File: src/rtl/mem_lsu_pkg.sv
`default_nettype none
// ============================================================================
//  Module      : mem_lsu_pkg
//  Description : Shared definitions for the load/store memory stage: RV32I
//                opcode and funct3 codes, FSM state encodings, the context
//                latched at issue, and small decode helpers.
//  Revision    : 1.0 - initial release
// ============================================================================
package mem_lsu_pkg;

    // Major opcodes
    localparam logic [6:0] INST_TYPE_L = 7'b0000011;
    localparam logic [6:0] INST_TYPE_S = 7'b0100011;

    // Load funct3 codes
    localparam logic [2:0] INST_LB  = 3'b000;
    localparam logic [2:0] INST_LH  = 3'b001;
    localparam logic [2:0] INST_LW  = 3'b010;
    localparam logic [2:0] INST_LBU = 3'b100;
    localparam logic [2:0] INST_LHU = 3'b101;

    // Store funct3 codes
    localparam logic [2:0] INST_SB  = 3'b000;
    localparam logic [2:0] INST_SH  = 3'b001;
    localparam logic [2:0] INST_SW  = 3'b010;

    // FSM state encodings
    localparam logic [2:0] S_IDLE  = 3'd0;
    localparam logic [2:0] S_REQ   = 3'd1;
    localparam logic [2:0] S_WAIT  = 3'd2;
    localparam logic [2:0] S_DONE  = 3'd3;
    localparam logic [2:0] S_DRAIN = 3'd4;

    // Instruction context captured when an access is issued, so that the
    // ex_mem inputs may change afterwards without corrupting the access.
    typedef struct packed {
        logic [31:0] inst;
        logic [31:0] instaddr;
        logic        regs_wen;
        logic [4:0]  rd_addr;
        logic [1:0]  ofs;
        logic        is_load;
    } lsu_ctx_t;

    // funct3[1:0] encodes the access size: 00 byte, 01 half, 1x word.
    function automatic logic is_misaligned(input logic [2:0] f3, input logic [1:0] a);
        case (f3[1:0])
            2'b00:   is_misaligned = 1'b0;
            2'b01:   is_misaligned = a[0];
            default: is_misaligned = (a != 2'b00);
        endcase
    endfunction

    // Byte offset actually used for lane selection: the low address bits a
    // naturally aligned access cannot have are dropped.
    function automatic logic [1:0] eff_offset(input logic [2:0] f3, input logic [1:0] a);
        case (f3[1:0])
            2'b00:   eff_offset = a;
            2'b01:   eff_offset = {a[1], 1'b0};
            default: eff_offset = 2'b00;
        endcase
    endfunction

endpackage
`default_nettype wire

File: src/rtl/mem_lsu_if.sv
`default_nettype none
// ============================================================================
//  Module      : mem_lsu_if
//  Description : Data-memory req/gnt/rvalid bus.
//                master (LSU): drives req, we, addr, be, wdata;
//                              receives gnt, rvalid, rdata.
//                slave (memory): the reverse.
//  Revision    : 1.0 - initial release
// ============================================================================
interface mem_lsu_if #(
    parameter int ADDR_W = 32
) ();
    logic              req;
    logic              we;
    logic [ADDR_W-1:0] addr;
    logic [3:0]        be;
    logic [31:0]       wdata;
    logic              gnt;
    logic              rvalid;
    logic [31:0]       rdata;

    modport master (
        output req, we, addr, be, wdata,
        input  gnt, rvalid, rdata
    );

    modport slave (
        input  req, we, addr, be, wdata,
        output gnt, rvalid, rdata
    );
endinterface
`default_nettype wire

File: src/rtl/mem_lsu_align.sv
`default_nettype none
// ============================================================================
//  Module      : mem_lsu_align
//  Description : Combinational byte-lane aligner for RV32I loads/stores.
//                i_funct3, i_ofs      : access type and byte offset
//                i_store_data         : store data (rs2)
//                i_rdata              : raw read word from memory
//                o_be, o_wdata        : store byte enables and lane data
//                o_load_data          : shifted, sign/zero-extended load
//  Revision    : 1.0 - initial release
// ============================================================================
module mem_lsu_align
    import mem_lsu_pkg::*;
(
    input  wire logic [2:0]  i_funct3,
    input  wire logic [1:0]  i_ofs,
    input  wire logic [31:0] i_store_data,
    input  wire logic [31:0] i_rdata,
    output logic      [3:0]  o_be,
    output logic      [31:0] o_wdata,
    output logic      [31:0] o_load_data
);
    logic [31:0] w_shifted;

    assign w_shifted = i_rdata >> {i_ofs, 3'b000};

    always_comb begin
        case (i_funct3)
            INST_LB:  o_load_data = {{24{w_shifted[7]}},  w_shifted[7:0]};
            INST_LH:  o_load_data = {{16{w_shifted[15]}}, w_shifted[15:0]};
            INST_LBU: o_load_data = {24'h0, w_shifted[7:0]};
            INST_LHU: o_load_data = {16'h0, w_shifted[15:0]};
            default:  o_load_data = w_shifted;
        endcase
    end

    always_comb begin
        case (i_funct3[1:0])
            2'b00: begin
                o_be    = 4'b0001 << i_ofs;
                o_wdata = {4{i_store_data[7:0]}};
            end
            2'b01: begin
                o_be    = i_ofs[1] ? 4'b1100 : 4'b0011;
                o_wdata = {2{i_store_data[15:0]}};
            end
            default: begin
                o_be    = 4'b1111;
                o_wdata = i_store_data;
            end
        endcase
    end
endmodule
`default_nettype wire

File: src/rtl/mem_lsu.sv
`default_nettype none
// ============================================================================
//  Module      : mem_lsu
//  Description : Load/store memory stage between ex_mem and mem_wb. Issues
//                RV32I loads/stores over a req/gnt/rvalid bus, formats load
//                lanes, stalls the pipeline while an access is outstanding
//                and flags misaligned accesses. Other instructions pass
//                through combinationally.
//  Ports       : clk, rst                      clock, sync active-high reset
//                valid_i, flush_i, inst_i, instaddr_i, regs_wen_i,
//                rd_addr_i, rd_data_i, rs2_data_i   from ex_mem
//                dmem (mem_lsu_if.master)      data-memory bus
//                valid_o, inst_o, instaddr_o, regs_wen_o, rd_addr_o,
//                rd_data_o                     to mem_wb
//                stall_o                       freeze IF..EX and ex_mem
//                misalign_o                    misaligned-access pulse
//  Revision    : 1.0 - initial release
// ============================================================================
module mem_lsu
    import mem_lsu_pkg::*;
#(
    parameter int ADDR_W        = 32,
    parameter bit MISALIGN_TRAP = 1'b1
) (
    input  wire logic        clk,
    input  wire logic        rst,
    input  wire logic        valid_i,
    input  wire logic        flush_i,
    input  wire logic [31:0] inst_i,
    input  wire logic [31:0] instaddr_i,
    input  wire logic        regs_wen_i,
    input  wire logic [4:0]  rd_addr_i,
    input  wire logic [31:0] rd_data_i,
    input  wire logic [31:0] rs2_data_i,
    mem_lsu_if.master        dmem,
    output logic             valid_o,
    output logic      [31:0] inst_o,
    output logic      [31:0] instaddr_o,
    output logic             regs_wen_o,
    output logic      [4:0]  rd_addr_o,
    output logic      [31:0] rd_data_o,
    output logic             stall_o,
    output logic             misalign_o
);
    logic [2:0]        r_state;
    lsu_ctx_t          r_ctx;
    logic [31:0]       r_load_q;
    logic              r_we;
    logic [ADDR_W-1:0] r_addr;
    logic [3:0]        r_be;
    logic [31:0]       r_wdata;

    logic              w_is_load;
    logic              w_is_store;
    logic [2:0]        w_f3;
    logic              w_misal;
    logic              w_live;
    logic              w_issue;
    logic              w_trap;
    logic [1:0]        w_ofs_live;
    logic [ADDR_W-1:0] w_addr;
    logic [2:0]        w_f3_sel;
    logic [1:0]        w_ofs_sel;
    logic [3:0]        w_be;
    logic [31:0]       w_wdata;
    logic [31:0]       w_load_fmt;

    assign w_is_load  = (inst_i[6:0] == INST_TYPE_L);
    assign w_is_store = (inst_i[6:0] == INST_TYPE_S);
    assign w_f3       = inst_i[14:12];
    assign w_misal    = MISALIGN_TRAP && is_misaligned(w_f3, rd_data_i[1:0]);
    assign w_live     = valid_i && !flush_i && !rst;
    assign w_issue    = (r_state == S_IDLE) && w_live && (w_is_load || w_is_store) && !w_misal;
    assign w_trap     = (r_state == S_IDLE) && w_live && (w_is_load || w_is_store) && w_misal;
    assign w_ofs_live = eff_offset(w_f3, rd_data_i[1:0]);
    assign w_addr     = {rd_data_i[ADDR_W-1:2], 2'b00};

    // In IDLE the aligner sees the live instruction (issue cycle); in every
    // other state it sees the latched one, so load formatting in WAIT is
    // immune to ex_mem changes.
    assign w_f3_sel  = (r_state == S_IDLE) ? w_f3       : r_ctx.inst[14:12];
    assign w_ofs_sel = (r_state == S_IDLE) ? w_ofs_live : r_ctx.ofs;

    mem_lsu_align u_align (
        .i_funct3     (w_f3_sel),
        .i_ofs        (w_ofs_sel),
        .i_store_data (rs2_data_i),
        .i_rdata      (dmem.rdata),
        .o_be         (w_be),
        .o_wdata      (w_wdata),
        .o_load_data  (w_load_fmt)
    );

    always_ff @(posedge clk) begin
        if (rst) begin
            r_state  <= S_IDLE;
            r_ctx    <= '0;
            r_load_q <= 32'h0;
            r_we     <= 1'b0;
            r_addr   <= '0;
            r_be     <= 4'h0;
            r_wdata  <= 32'h0;
        end else begin
            case (r_state)
                S_IDLE: begin
                    if (w_issue) begin
                        r_ctx    <= '{inst: inst_i, instaddr: instaddr_i, regs_wen: regs_wen_i,
                                      rd_addr: rd_addr_i, ofs: w_ofs_live, is_load: w_is_load};
                        r_we     <= w_is_store;
                        r_addr   <= w_addr;
                        r_be     <= w_be;
                        r_wdata  <= w_wdata;
                        if (dmem.gnt)
                            r_state <= w_is_load ? S_WAIT : S_DONE;
                        else
                            r_state <= S_REQ;
                    end
                end
                S_REQ: begin
                    if (flush_i)
                        r_state <= S_IDLE;
                    else if (dmem.gnt)
                        r_state <= r_ctx.is_load ? S_WAIT : S_DONE;
                end
                S_WAIT: begin
                    // A flush coinciding with rvalid needs no drain: the
                    // response has already arrived and is simply dropped.
                    if (dmem.rvalid) begin
                        if (flush_i) begin
                            r_state <= S_IDLE;
                        end else begin
                            r_load_q <= w_load_fmt;
                            r_state  <= S_DONE;
                        end
                    end else if (flush_i) begin
                        r_state <= S_DRAIN;
                    end
                end
                S_DONE:  r_state <= S_IDLE;
                S_DRAIN: if (dmem.rvalid) r_state <= S_IDLE;
                default: r_state <= S_IDLE;
            endcase
        end
    end

    always_comb begin
        valid_o     = valid_i && !flush_i;
        inst_o      = inst_i;
        instaddr_o  = instaddr_i;
        regs_wen_o  = regs_wen_i;
        rd_addr_o   = rd_addr_i;
        rd_data_o   = rd_data_i;
        stall_o     = 1'b0;
        misalign_o  = 1'b0;
        dmem.req    = 1'b0;
        dmem.we     = 1'b0;
        dmem.addr   = '0;
        dmem.be     = 4'h0;
        dmem.wdata  = 32'h0;
        case (r_state)
            S_IDLE: begin
                if (w_issue) begin
                    valid_o    = 1'b0;
                    stall_o    = 1'b1;
                    dmem.req   = 1'b1;
                    dmem.we    = w_is_store;
                    dmem.addr  = w_addr;
                    dmem.be    = w_be;
                    dmem.wdata = w_wdata;
                end else if (w_trap) begin
                    valid_o    = 1'b1;
                    regs_wen_o = 1'b0;
                    misalign_o = 1'b1;
                end
            end
            S_REQ: begin
                valid_o    = 1'b0;
                stall_o    = 1'b1;
                dmem.req   = !flush_i;
                dmem.we    = r_we;
                dmem.addr  = r_addr;
                dmem.be    = r_be;
                dmem.wdata = r_wdata;
            end
            S_WAIT, S_DRAIN: begin
                valid_o = 1'b0;
                stall_o = 1'b1;
            end
            S_DONE: begin
                valid_o    = 1'b1;
                inst_o     = r_ctx.inst;
                instaddr_o = r_ctx.instaddr;
                regs_wen_o = r_ctx.regs_wen && r_ctx.is_load;
                rd_addr_o  = r_ctx.rd_addr;
                rd_data_o  = r_load_q;
            end
            default: ;
        endcase
        if (rst) begin
            valid_o    = 1'b0;
            stall_o    = 1'b0;
            misalign_o = 1'b0;
            dmem.req   = 1'b0;
        end
    end
endmodule
`default_nettype wire
File: src/flat_wrapper.sv
// flat-port wrapper written by rule: the top's interface ports become plain ports
module mem_lsu_flat import mem_lsu_pkg::*;
#(
    parameter int ADDR_W        = 32,
    parameter bit MISALIGN_TRAP = 1'b1
)
  (clk, rst, valid_i, flush_i, inst_i, instaddr_i, regs_wen_i, rd_addr_i, rd_data_i, rs2_data_i, valid_o, inst_o, instaddr_o, regs_wen_o, rd_addr_o, rd_data_o, stall_o, misalign_o, dmem_req, dmem_we, dmem_addr, dmem_be, dmem_wdata, dmem_gnt, dmem_rvalid, dmem_rdata);
  mem_lsu_if #(.ADDR_W(ADDR_W)) dmem_i ();
  input  wire logic clk;
  input  wire logic rst;
  input  wire logic valid_i;
  input  wire logic flush_i;
  input  wire logic [31:0] inst_i;
  input  wire logic [31:0] instaddr_i;
  input  wire logic regs_wen_i;
  input  wire logic [4:0] rd_addr_i;
  input  wire logic [31:0] rd_data_i;
  input  wire logic [31:0] rs2_data_i;
  output logic valid_o;
  output logic      [31:0] inst_o;
  output logic      [31:0] instaddr_o;
  output logic regs_wen_o;
  output logic      [4:0] rd_addr_o;
  output logic      [31:0] rd_data_o;
  output logic stall_o;
  output logic misalign_o;
  output wire logic [$bits(dmem_i.req)-1:0] dmem_req;
  output wire logic [$bits(dmem_i.we)-1:0] dmem_we;
  output wire logic [$bits(dmem_i.addr)-1:0] dmem_addr;
  output wire logic [$bits(dmem_i.be)-1:0] dmem_be;
  output wire logic [$bits(dmem_i.wdata)-1:0] dmem_wdata;
  input wire logic [$bits(dmem_i.gnt)-1:0] dmem_gnt;
  input wire logic [$bits(dmem_i.rvalid)-1:0] dmem_rvalid;
  input wire logic [$bits(dmem_i.rdata)-1:0] dmem_rdata;
  assign dmem_req = dmem_i.req;
  assign dmem_we = dmem_i.we;
  assign dmem_addr = dmem_i.addr;
  assign dmem_be = dmem_i.be;
  assign dmem_wdata = dmem_i.wdata;
  assign dmem_i.gnt = dmem_gnt;
  assign dmem_i.rvalid = dmem_rvalid;
  assign dmem_i.rdata = dmem_rdata;
  mem_lsu #(.ADDR_W(ADDR_W), .MISALIGN_TRAP(MISALIGN_TRAP)) u_core (.clk(clk), .rst(rst), .valid_i(valid_i), .flush_i(flush_i), .inst_i(inst_i), .instaddr_i(instaddr_i), .regs_wen_i(regs_wen_i), .rd_addr_i(rd_addr_i), .rd_data_i(rd_data_i), .rs2_data_i(rs2_data_i), .dmem(dmem_i), .valid_o(valid_o), .inst_o(inst_o), .instaddr_o(instaddr_o), .regs_wen_o(regs_wen_o), .rd_addr_o(rd_addr_o), .rd_data_o(rd_data_o), .stall_o(stall_o), .misalign_o(misalign_o));
endmodule
File: config.mk
export PLATFORM = sky130hd
export DESIGN_NAME = mem_lsu_flat
export DESIGN_NICKNAME = d
export VERILOG_FILES = /design/src/rtl/mem_lsu_pkg.sv /design/src/rtl/mem_lsu_if.sv /design/src/rtl/mem_lsu_align.sv /design/src/rtl/mem_lsu.sv /design/src/flat_wrapper.sv
export SDC_FILE = /design/constraint.sdc
export NUM_CORES = 1
export LEC_CHECK = 0
export BUFFER_PORTS_ARGS = -buffer_cell sky130_fd_sc_hd__buf_4
export CAP_MARGIN = 20
export CORE_ASPECT_RATIO = 0.7
export CORE_MARGIN = 2
export CORE_UTILIZATION = 53
export CTS_CLUSTER_DIAMETER = 120
export DETAILED_ROUTE_END_ITERATION = 12
export GPL_TIMING_DRIVEN = 0
export PLACE_DENSITY_LB_ADDON = 0.08
export SLEW_MARGIN = 20
export SYNTH_ARGS = -nofsm -noshare
export SYNTH_HDL_FRONTEND = slang
export SYNTH_SLANG_ARGS = --single-unit
File: constraint.sdc
create_clock -name clk -period 4.3 [get_ports clk]
set_clock_uncertainty 0.15 [all_clocks]
set_input_delay 0.86 -clock clk [delete_from_list [all_inputs] [get_ports clk]]
set_output_delay 0.86 -clock clk [all_outputs]
set_load 0.005 [all_outputs]
==> summary by stage <==
Place
The number of buffers inserted by port buffering is 343. The congestion estimate from routability-driven global placement came to 0.965. After legalization and detailed placement, the total HPWL measured 25500 um. The cell area after placement is 11900 sq um.

Global routing
The total overflow left after global routing is 0. The initial antenna violation count came to 0. The global-route usage over all layers is 0.355.

The first global-routing pass estimated 50000 um of wire. Entering global routing, the biggest net connects 18 pins. The via count of the first global-routing pass was 9088.

Floorplanning
The floorplan core area is 16500 sq um. The die is 113 um tall. For this design the top-level I/O count stands at 347.

The die covers 18100 sq um. The standard-cell row count is 39. The initial standard-cell utilization of the core is 0.547. The die is 160 um wide.

Synth
The library cell occupying the most area in the post-synthesis netlist is sky130_fd_sc_hd__dfxtp_1. The count of warnings emitted by yosys is 0. The most common cell in the synthesized netlist is sky130_fd_sc_hd__nand2_1.

Ranked by total cell area, the synthesized netlist is headed by sky130_fd_sc_hd__dfxtp_1, sky130_fd_sc_hd__nand2_1, sky130_fd_sc_hd__mux2_2, sky130_fd_sc_hd__a21oi_1, sky130_fd_sc_hd__clkbuf_1. The fraction of registers with async set or reset after synthesis is 0. The total of flip-flops plus latches after synthesis is 175. Yosys mapped the design onto 49 distinct sky130hd cell types. The share of the Yosys chip area taken by registers is 0.388. Among all flip-flop cells after synthesis, the most frequent one is sky130_fd_sc_hd__dfxtp_1. After synthesis, the mean cell area works out to 7.59 sq um. The cell count after synthesis came out at 1189. After synthesis, the most frequently instantiated cells are sky130_fd_sc_hd__nand2_1, sky130_fd_sc_hd__dfxtp_1, sky130_fd_sc_hd__a21oi_1, sky130_fd_sc_hd__mux2_2, sky130_fd_sc_hd__clkbuf_1. The post-synth design cell area is 9020 sq um.

The number of enable flip-flop cells after synthesis is 0. Of the post-synthesis cell area, the dominant cell type holds 0.388.

Flow run
The number of max-capacitance violations reported is 0.

Power
The clock share of power is 0.325. For this design the ratio of total power to cell area is 367 nW/um^2. The switching power share of the total is 0.347. For this design the static power due to leakage is 5.50 nW. The share of total power dissipated in combinational logic is 0.311. The highest ir drop seen on vdd is 285 uV. In this run the power spent charging and discharging nets is 1.59 mW. The internal portion of the total power is 2.99 mW.

Of the total power, registers draw 0.364. The total design power is 4.57 mW.

CTS
The H-tree was split into 4 levels. Counting every sink on the clock net gives 175. The clock network latency to the later pin of the worst-skew pair is 0.43 ns. The cell sitting at the root of the clock tree is a sky130_fd_sc_hd__clkbuf_16. In this run the post-CTS setup repair buffer count came out at 0. The number of buffers added by the clock tree synthesis step is 17. After clock tree synthesis, the clock-pin slew on the worst setup and hold paths is 0.07 ns.

TritonCTS built the clock tree. The longest clock path from root to sink contains 2 buffers.

Finish
The total inserted antenna cells is 0. The area overhead of the layout relative to synthesis is 38.3%. Of the cells placed in the final design, the portion with a size suffix greater than 1 is 0.328. The final net count is 1724. The final cell area excluding filler cells is 12500 sq um. The post-layout utilization of the core is 0.756.

Run status
The flow ran to the end, and the final reports show no timing, DRC or antenna violations.

Drt
The overall routed net length is 33300 um. In this run the remaining antenna-violating nets after routing total 0. Dividing the detail-routed via count by the number of cells gives 5.64. The routed wire length per instance is 18.6 um. The number of detailed-route iterations in the first pass is 5.

The total vias in the final route is 10094. The DRC violation total after the first TritonRoute iteration is 1169. The DRC violations left is 0.

Timing
The share of the clock period used by the worst path is 0.973. In the final timing run, aggregate negative setup slack is 0 ns. The setup violation total in the final timing report is 0. The total count of max-transition violations in the final report came to 0.

The smallest hold slack is 0.307 ns. The remaining max-slew budget at the tightest pin is 0.180. The slew at the pin with the worst max-slew slack is 1.20 ns. Setup repair after global routing left no endpoint under its margin. The final critical path time including I/O delays and setup is 4.19 ns.

The highest clock frequency the design can meet is 0.239 GHz. The hold violation count in the final report came to 0.

Setup path
The arrival time reported for the critical path endpoint is 3.18 ns. Of all nets on the critical path, the largest fanout is 10. Data on the critical path is required at its endpoint by 3.29 ns. The category of the most critical setup path is input port to output port. The worst setup path is launched from an input port. STA classifies the critical path endpoint as an output port.

Hold path
In this run the worst hold path is classified as register to register.
cell usage in the layout (no fill, tap or decap), drive strengths merged, types with 13 or more instances in the layout:
cell type / instances
a21o: 17
a21oi: 164
nor3: 13
clkbuf: 94
buf: 367
nand3: 32
nor2: 64
nand2: 406
mux2: 102
dfxtp: 175
mux2i: 21
a311oi: 16
worst paths after layout:
| check | start | to | slack [ns] | cells past startpoint |
|---|---|---|---|---|
| setup reg to reg | u_core.r_state[0] | u_core.r_load_q[8] | 1.11 | 8 |
| setup / recovery | inst_i[2] | dmem_wdata[31] | 0.11 | 8 |
| hold / removal | u_core.r_ctx[10] | u_core.r_ctx[10] | 0.31 | 2 |
| hold reg to reg | u_core.r_ctx[10] | u_core.r_ctx[10] | 0.31 | 2 |
layout make-up:
cell class	count	area, sq um
plain buffers	100	418
clock buffers	18	439
clock inverters	14	125
fillers	1303	4020
inverters	3	11.3
multi-input cells	912	5120
flip-flops and latches	175	3500
well taps	225	282
repair buffers	343	2570
flip-flops by register name, indices dropped and copies added (netlist names):
register / flops
u_core.r_addr: 30
u_core.r_be: 4
u_core.r_ctx: 73
u_core.r_load_q: 32
u_core.r_state: 3
u_core.r_wdata: 32
u_core.r_we: 1
timing repair:
action,4_1_cts,5_1_grt
gates resized for setup,2,10
hold buffers,0,0
endpoints found under the setup margin,34,62
metal layers:
metal	wire [um]	vias to the layer above	GRT usage
met5	0	-	0
met4	705	0	0.111
met3	3680	51	0.0773
met2	14900	565	0.553
met1	14000	4720	0.493
li1	-	4758	-
cell families after synthesis:
kind of cell,share of synthesized area
mux,0.151
flops,0.388
buf+inv,0.0470
other cells,0.000416
simple gates,0.247
xor+xnor,0.000971
compound gates,0.165
metrics by stage:
| step | std cells | setup slack, ns |
|---|---|---|
| global placement | 1758 | -0.269 |
| global route | 1790 | 0.0228 |
| detailed placement | 1758 | -0.237 |
| floorplan | 1190 | 0.912 |
| finish | 1790 | 0.115 |
| CTS | 1790 | 0.00669 |
worst max-delay path: stages:
cell	delay, ns
sky130_fd_sc_hd__buf_4	0.12
sky130_fd_sc_hd__nor4_4	0.39
sky130_fd_sc_hd__nand4_1	0.23
sky130_fd_sc_hd__nor2_2	0.40
sky130_fd_sc_hd__clkbuf_1	0.54
sky130_fd_sc_hd__o211ai_1	0.36
sky130_fd_sc_hd__nand2_1	0.13
sky130_fd_sc_hd__buf_4	0.13
power groups by stage:
stage	Sequential (mW)	Combinational [mW]	Clock (mW)
2_1_floorplan	1.69	0.843	0
3_3_place_gp	1.70	1.36	0
3_5_place_dp	1.70	1.37	0
4_1_cts	1.66	1.38	1.49
5_1_grt	1.67	1.52	1.57
6_report	1.66	1.42	1.49
(Power assumes the default switching activity.)
